<file path="config.mk">
export PLATFORM = sky130hd
export DESIGN_NAME = store_buffer
export DESIGN_NICKNAME = d
export VERILOG_FILES = /design/src/rtl/store_buffer.sv
export SDC_FILE = /design/constraint.sdc
export NUM_CORES = 1
export LEC_CHECK = 0
export ABC_AREA = 1
export CORE_MARGIN = 2
export CORE_UTILIZATION = 40
export DETAILED_ROUTE_END_ITERATION = 6
export GPL_TIMING_DRIVEN = 1
export PLACE_DENSITY = 0.69
export SYNTH_ARGS = -nofsm -noshare
export SYNTH_HDL_FRONTEND = slang
export SYNTH_SLANG_ARGS = --single-unit
</file>
<file path="constraint.sdc">
create_clock -name clk -period 10.8 [get_ports clk]
set_input_delay 2.7 -clock clk [delete_from_list [all_inputs] [get_ports clk]]
set_output_delay 2.7 -clock clk [all_outputs]
set_load 0.05 [all_outputs]
</file>
<file path="src/rtl/store_buffer.sv">
`default_nettype none
// ============================================================================
//  Module      : store_buffer
//  Description : Write buffer between the memory pipeline stage and a
//                byte-addressable data memory. Stores are queued in a small
//                FIFO and drained one per cycle whenever the memory port is
//                not taken by a load. Loads have priority on the port. A load
//                whose byte range overlaps any pending store is held off
//                while the buffer drains. Misaligned or illegal requests are
//                consumed with misalign=1 and never reach memory.
//  Revision    : 1.0 - initial release
// ----------------------------------------------------------------------------
//  Ports
//    clk          in   system clock, rising edge
//    rst          in   synchronous active-high reset
//    req_valid    in   memory-stage request present
//    req_we       in   1 = store, 0 = load
//    req_addr     in   [31:0] byte address
//    req_wdata    in   [31:0] store data (low bytes for SB/SH)
//    req_funct3   in   [2:0]  000 B, 001 H, 010 W, 100 BU, 101 HU
//    req_ready    out  request consumed this cycle
//    load_data    out  [31:0] load result (valid when a load is accepted)
//    misalign     out  request rejected (misaligned / illegal funct3)
//    empty        out  no pending stores
//    mem_wr_en    out  memory write strobe (drain of head entry)
//    mem_rd_en    out  memory read strobe (accepted load)
//    mem_addr     out  [31:0] memory byte address
//    mem_wr_data  out  [31:0] memory write data
//    mem_funct3   out  [2:0]  memory access size/sign
//    mem_rd_data  in   [31:0] combinational memory read data
// ============================================================================
module store_buffer #(
    parameter int DEPTH = 4
) (
    input  logic        clk,
    input  logic        rst,
    input  logic        req_valid,
    input  logic        req_we,
    input  logic [31:0] req_addr,
    input  logic [31:0] req_wdata,
    input  logic [2:0]  req_funct3,
    output logic        req_ready,
    output logic [31:0] load_data,
    output logic        misalign,
    output logic        empty,
    output logic        mem_wr_en,
    output logic        mem_rd_en,
    output logic [31:0] mem_addr,
    output logic [31:0] mem_wr_data,
    output logic [2:0]  mem_funct3,
    input  logic [31:0] mem_rd_data
);

    localparam int c_PTR_W = (DEPTH > 1) ? $clog2(DEPTH) : 1;
    localparam int c_CNT_W = $clog2(DEPTH + 1);

    // Access size minus one, from the low two funct3 bits (B=0, H=1, W=3).
    function automatic logic [1:0] f_size_m1(input logic [1:0] size_code);
        return {size_code[1], size_code[1] | size_code[0]};
    endfunction

    // ------------------------------------------------------------------
    // Storage and FIFO state
    // ------------------------------------------------------------------
    logic [31:0]        r_addr [DEPTH];
    logic [31:0]        r_data [DEPTH];
    logic [2:0]         r_f3   [DEPTH];
    logic [c_PTR_W-1:0] r_head;
    logic [c_PTR_W-1:0] r_tail;
    logic [c_CNT_W-1:0] r_count;

    // ------------------------------------------------------------------
    // Request legality
    // ------------------------------------------------------------------
    logic        w_f3_ok;
    logic        w_align_ok;
    logic        w_legal;
    logic [31:0] w_req_last;

    always_comb begin
        w_f3_ok = 1'b0;
        if (req_we) begin
            w_f3_ok = (req_funct3 == 3'b000) || (req_funct3 == 3'b001) ||
                      (req_funct3 == 3'b010);
        end else begin
            w_f3_ok = (req_funct3 == 3'b000) || (req_funct3 == 3'b001) ||
                      (req_funct3 == 3'b010) || (req_funct3 == 3'b100) ||
                      (req_funct3 == 3'b101);
        end
    end

    always_comb begin
        w_align_ok = 1'b1;
        case (req_funct3[1:0])
            2'b01:   w_align_ok = (req_addr[0] == 1'b0);
            2'b10:   w_align_ok = (req_addr[1:0] == 2'b00);
            default: w_align_ok = 1'b1;
        endcase
    end

    assign w_legal    = w_f3_ok & w_align_ok;
    // Aligned ranges never cross a 2^32 boundary, so a plain add is exact.
    assign w_req_last = req_addr + {30'd0, f_size_m1(req_funct3[1:0])};

    // ------------------------------------------------------------------
    // Per-slot overlap compare. A slot is live when its distance from the
    // head (modulo DEPTH) is below the occupancy count.
    // ------------------------------------------------------------------
    logic [DEPTH-1:0] w_hit;
    logic             w_overlap;

    for (genvar gi = 0; gi < DEPTH; gi++) begin : g_slot
        logic [c_PTR_W-1:0] w_off;
        logic [31:0]        w_ent_last;

        assign w_off      = c_PTR_W'(gi) - r_head;
        assign w_ent_last = r_addr[gi] + {30'd0, f_size_m1(r_f3[gi][1:0])};
        assign w_hit[gi]  = (c_CNT_W'(w_off) < r_count) &&
                            (req_addr <= w_ent_last) &&
                            (r_addr[gi] <= w_req_last);
    end

    assign w_overlap = |w_hit;

    // ------------------------------------------------------------------
    // Port arbitration. Reset masks every request and every drain so that
    // pending stores are discarded without touching memory.
    // ------------------------------------------------------------------
    logic w_active;
    logic w_reject;
    logic w_load_acc;
    logic w_store_acc;
    logic w_full;
    logic w_drain;

    assign w_active    = req_valid & ~rst;
    assign w_full      = (r_count == c_CNT_W'(DEPTH));
    assign w_reject    = w_active & ~w_legal;
    assign w_load_acc  = w_active & ~req_we & w_legal & ~w_overlap;
    // A full buffer refuses the store even when the head drains this cycle.
    assign w_store_acc = w_active & req_we & w_legal & ~w_full;
    assign w_drain     = ~rst & (r_count != '0) & ~w_load_acc;

    // ------------------------------------------------------------------
    // State update
    // ------------------------------------------------------------------
    always_ff @(posedge clk) begin
        if (rst) begin
            r_head  <= '0;
            r_tail  <= '0;
            r_count <= '0;
        end else begin
            if (w_store_acc) begin
                r_addr[r_tail] <= req_addr;
                r_data[r_tail] <= req_wdata;
                r_f3[r_tail]   <= req_funct3;
                r_tail         <= r_tail + c_PTR_W'(1);
            end
            if (w_drain) begin
                r_head <= r_head + c_PTR_W'(1);
            end
            case ({w_store_acc, w_drain})
                2'b10:   r_count <= r_count + c_CNT_W'(1);
                2'b01:   r_count <= r_count - c_CNT_W'(1);
                default: r_count <= r_count;
            endcase
        end
    end

    // ------------------------------------------------------------------
    // Outputs
    // ------------------------------------------------------------------
    always_comb begin
        req_ready   = w_reject | w_load_acc | w_store_acc;
        misalign    = w_reject;
        load_data   = 32'd0;
        mem_rd_en   = 1'b0;
        mem_wr_en   = 1'b0;
        mem_addr    = 32'd0;
        mem_wr_data = 32'd0;
        mem_funct3  = 3'd0;
        if (w_load_acc) begin
            mem_rd_en  = 1'b1;
            mem_addr   = req_addr;
            mem_funct3 = req_funct3;
            load_data  = mem_rd_data;
        end else if (w_drain) begin
            mem_wr_en   = 1'b1;
            mem_addr    = r_addr[r_head];
            mem_wr_data = r_data[r_head];
            mem_funct3  = r_f3[r_head];
        end
    end

    // Reset already discards every pending entry, so report empty at once.
    assign empty = rst | (r_count == '0);

endmodule
`default_nettype wire

</file>
==> flow_summary.json <==
{
  "outcome": "complete, no violations",
  "cts-root-buf": "clkbuf_16",
  "first_pass_iters": 5,
  "vias": 18402,
  "cts_max_path_buffers": 3,
  "synth.top_cell.area_share_pct": 38.7,
  "clock_skew_ns": 0.0224,
  "vdd_ir_drop_max_mv": 0.144,
  "worst_slack_ns": 0.252,
  "fin_crit_ns": 10.55,
  "rows": 83,
  "portBuffers": 206,
  "synth_top_cell_by_area": "edfxtp_1",
  "grt_pass1_wl_um": 106000,
  "critPathSlowestCell": "fa_2",
  "clock-sinks": 277,
  "holdWs_ns": 0.542,
  "layout_commonest_cell": "nand2_1",
  "regArea_sq_um": 8240,
  "reg2reg_from": "r_f3[3][1]",
  "place_ws_ns": -0.318,
  "grt_pass1_vias": 18550,
  "grt_max_degree": 88,
  "min_to": "r_count[1]",
  "path_clk_slew_ns": 0.06,
  "postSynthCellCount": 2393,
  "fmax_ghz": 0.0948,
  "worstSkewPairLatency_ns": 0.56,
  "cts_tree": "yes",
  "wirelength_um": 69600,
  "async_reset_ff_share_pct": 0,
  "seqPwrFrac_pct": 42.1,
  "busiest_layer": "met2",
  "hold_depth": 2,
  "rrSetupSlack_ns": 4.29,
  "final-hold-violation-count": 0,
  "synth-edff-count": 268,
  "antenna_found_initial": 3,
  "route.detailed.drc": 0,
  "overflow": 0,
  "use_met1_pct": 33.5,
  "ys.flop_type": "edfxtp_1",
  "final_layout_size_suffix_gt1_share_pct": 14.9,
  "area_growth_pct": 27.5,
  "cp.buffers_inverters": 8,
  "path_delay_family": "simple AND/OR/NAND/NOR gates",
  "p_leak_nw": 11.2,
  "slew_viol_final": 0,
  "multi_input_area_sq_um": 11800,
  "die_area_sq_um": 53900,
  "setup_viol": 0,
  "power.switching_w": 0.000796,
  "worst-path-max-fanout": 9,
  "dieWidth_um": 232,
  "route.antenna.remaining_nets": 0,
  "power_density_nw_per_um2": 107,
  "hpwl_um": 52000,
  "track_usage_pct": 25.6,
  "synth_area_sq_um": 20800,
  "die_height_um": 232,
  "required_ns": 8.10,
  "slew_headroom_pct": 36.9,
  "num_antenna_cells": 0,
  "routedWlPerCell_um": 20.7,
  "critPathArrivalTime_ns": 7.85,
  "crit_cells": 36,
  "start_util_pct": 40.5,
  "vias_per_cell": 5.48,
  "netSwitchingFraction_pct": 27.9,
  "synthTopCellsByArea": "edfxtp_1 (39%), ha_1 (17%), nand2_1 (9.6%), a21oi_1 (5.8%), xor2_1 (4.8%)",
  "fill_cells": 4693,
  "synth_nets": 2780,
  "ff2ff_path_depth": 37,
  "pin_count": 207,
  "synth_warnings": 0,
  "ys_seq_area_share_pct": 39.5,
  "synth_cell_types": 49,
  "crit_path_end_kind": "output pin",
  "period_share_pct": 97.7,
  "ys_seq_elements": 277,
  "hold_path.class": "flip-flop to flip-flop",
  "htree_levels": 2,
  "use_met3_pct": 5.33,
  "critPathMaxStageDelay_ns": 0.38,
  "max_slew.worst_pin.slew_ns": 0.947,
  "worstSetupPathType": "primary input to output pin",
  "grt_use_met2_pct": 42.8,
  "min_from": "r_count[1]",
  "pwr-share-clk_pct": 41.1,
  "design.core.area_sq_um": 51400,
  "drt_iter0_markers": 1576,
  "synth.avg_cell_area_sq_um": 8.70,
  "final_cell_mix": "nand2_1 (523), ha_1 (275), edfxtp_1 (268), inv_1 (252), a21oi_1 (242)",
  "reg2reg_to": "r_count[2]",
  "cp-start-kind": "primary input",
  "power.internal_w": 0.00205,
  "fin_setup_tns_ns": 0,
  "finalNetCount": 3046,
  "gp_congestion": 0.949,
  "cts_buffers": 34,
  "combPwrFrac_pct": 16.8,
  "drv_cap": 0
}
==> worst register-to-register path: cells and delay by family (launching register included) <==
kind / cells / cell delay [ns]
compound gates: 4 / 0.49
xor+xnor: 1 / 0.13
fa+ha+maj: 5 / 1.37
buf+inv: 6 / 0.49
flops: 1 / 0.41
simple gates: 21 / 3.48
==> layer usage <==
| layer | share of wire [%] | vias to the layer above | routed length, um |
|---|---|---|---|
| met1 | 41 | 8732 | 28400 |
| met3 | 9.6 | 109 | 6690 |
| met2 | 47 | 813 | 32900 |
| li1 | - | 8742 | - |
| met4 | 2.3 | 6 | 1580 |
| met5 | 0.062 | - | 43 |
==> per-stage QoR <==
stage	instance area (sq um)	utilization, %	power [W]	cells
after global routing	26500	51.6	0.00295	3361
after global placement	24900	48.4	0.00167	3295
after detailed placement	24900	48.4	0.00168	3295
after CTS	26300	51.1	0.00285	3353
after floorplan	20800	-	0.00146	2393
final	26500	51.6	0.00285	3361
==> cell families after synthesis <==
kind of cell	synth area share [%]
adders and majority gates	17.3
AOI/OAI and AO/OA	11.0
and+or+nand+nor	20.3
xor gates and xnor gates	6.06
buffers and inverters	5.80
DFF	39.5
==> state kept, by name, summed over array words and instances (netlist names), named ones only <==
signal / flops
r_f3: 12
r_count: 3
r_data: 128
r_head: 2
r_tail: 2
r_addr: 128
==> synth_stat cells, types with 3 or more instances <==
library cell and instances:
nor4_1 11, buf_1 3, dfxtp_1 9, nor3_4 3, clkbuf_1 41, nor3_1 67
xnor2_1 30, nor2_2 14, nand4_1 41, buf_2 11, nand3_2 11, inv_1 254
nor4_2 7, edfxtp_1 268, o21ai_1 11, ha_1 278, o21ai_0 126, o21bai_1 11
nor2_4 8, fa_1 6, nor3_2 7, o22ai_1 14, nand2_1 530, nand3_1 43
nand2_2 10, nor2_1 172, o21a_1 17, a21oi_1 242, o211ai_1 5, xor2_1 114
or2_2 7
==> power by group through the flow <==
stage               logic, W  clock network (W)  registers [W]
global route        0.000524            0.00123        0.00120
finish              0.000478            0.00117        0.00120
global placement    0.000444                  0        0.00122
floorplan           0.000251                  0        0.00121
CTS                 0.000465            0.00118        0.00120
detailed placement  0.000456                  0        0.00122
==> how the worst max path moves through the flow <==
| stage | from | endpoint | slack, ns |
|---|---|---|---|
| after global routing | req_funct3[0] | mem_addr[28] | -0.04 |
| after global placement | req_funct3[0] | mem_addr[8] | -0.21 |
| after floorplan | req_funct3[1] | mem_addr[4] | 0.51 |
| after CTS | req_funct3[0] | mem_addr[28] | -0.04 |
| after detailed placement | req_funct3[0] | mem_wr_data[14] | -0.32 |
| final | req_funct3[0] | mem_addr[28] | 0.25 |
==> what timing repair did <==
item                       in CTS  in global routing
pin swaps                       1                 13
hold endpoints to repair        0                  0
hold buffers                    0                  0
gates resized for setup        71                 40
buffers inserted                0                  6
setup endpoints to repair     100                102
cloned                          0                  2
==> area by class of cell <==
type                    instances  area share (%)
multi-input cells            1801            44.5
inverters                     258            3.66
well taps                     680            3.21
repair buffers                287            13.4
flip-flops and latches        277            31.0
clock buffers                  40            3.29
clock inverters                18           0.896
Note: power is estimated with default switching activity, not from simulation.
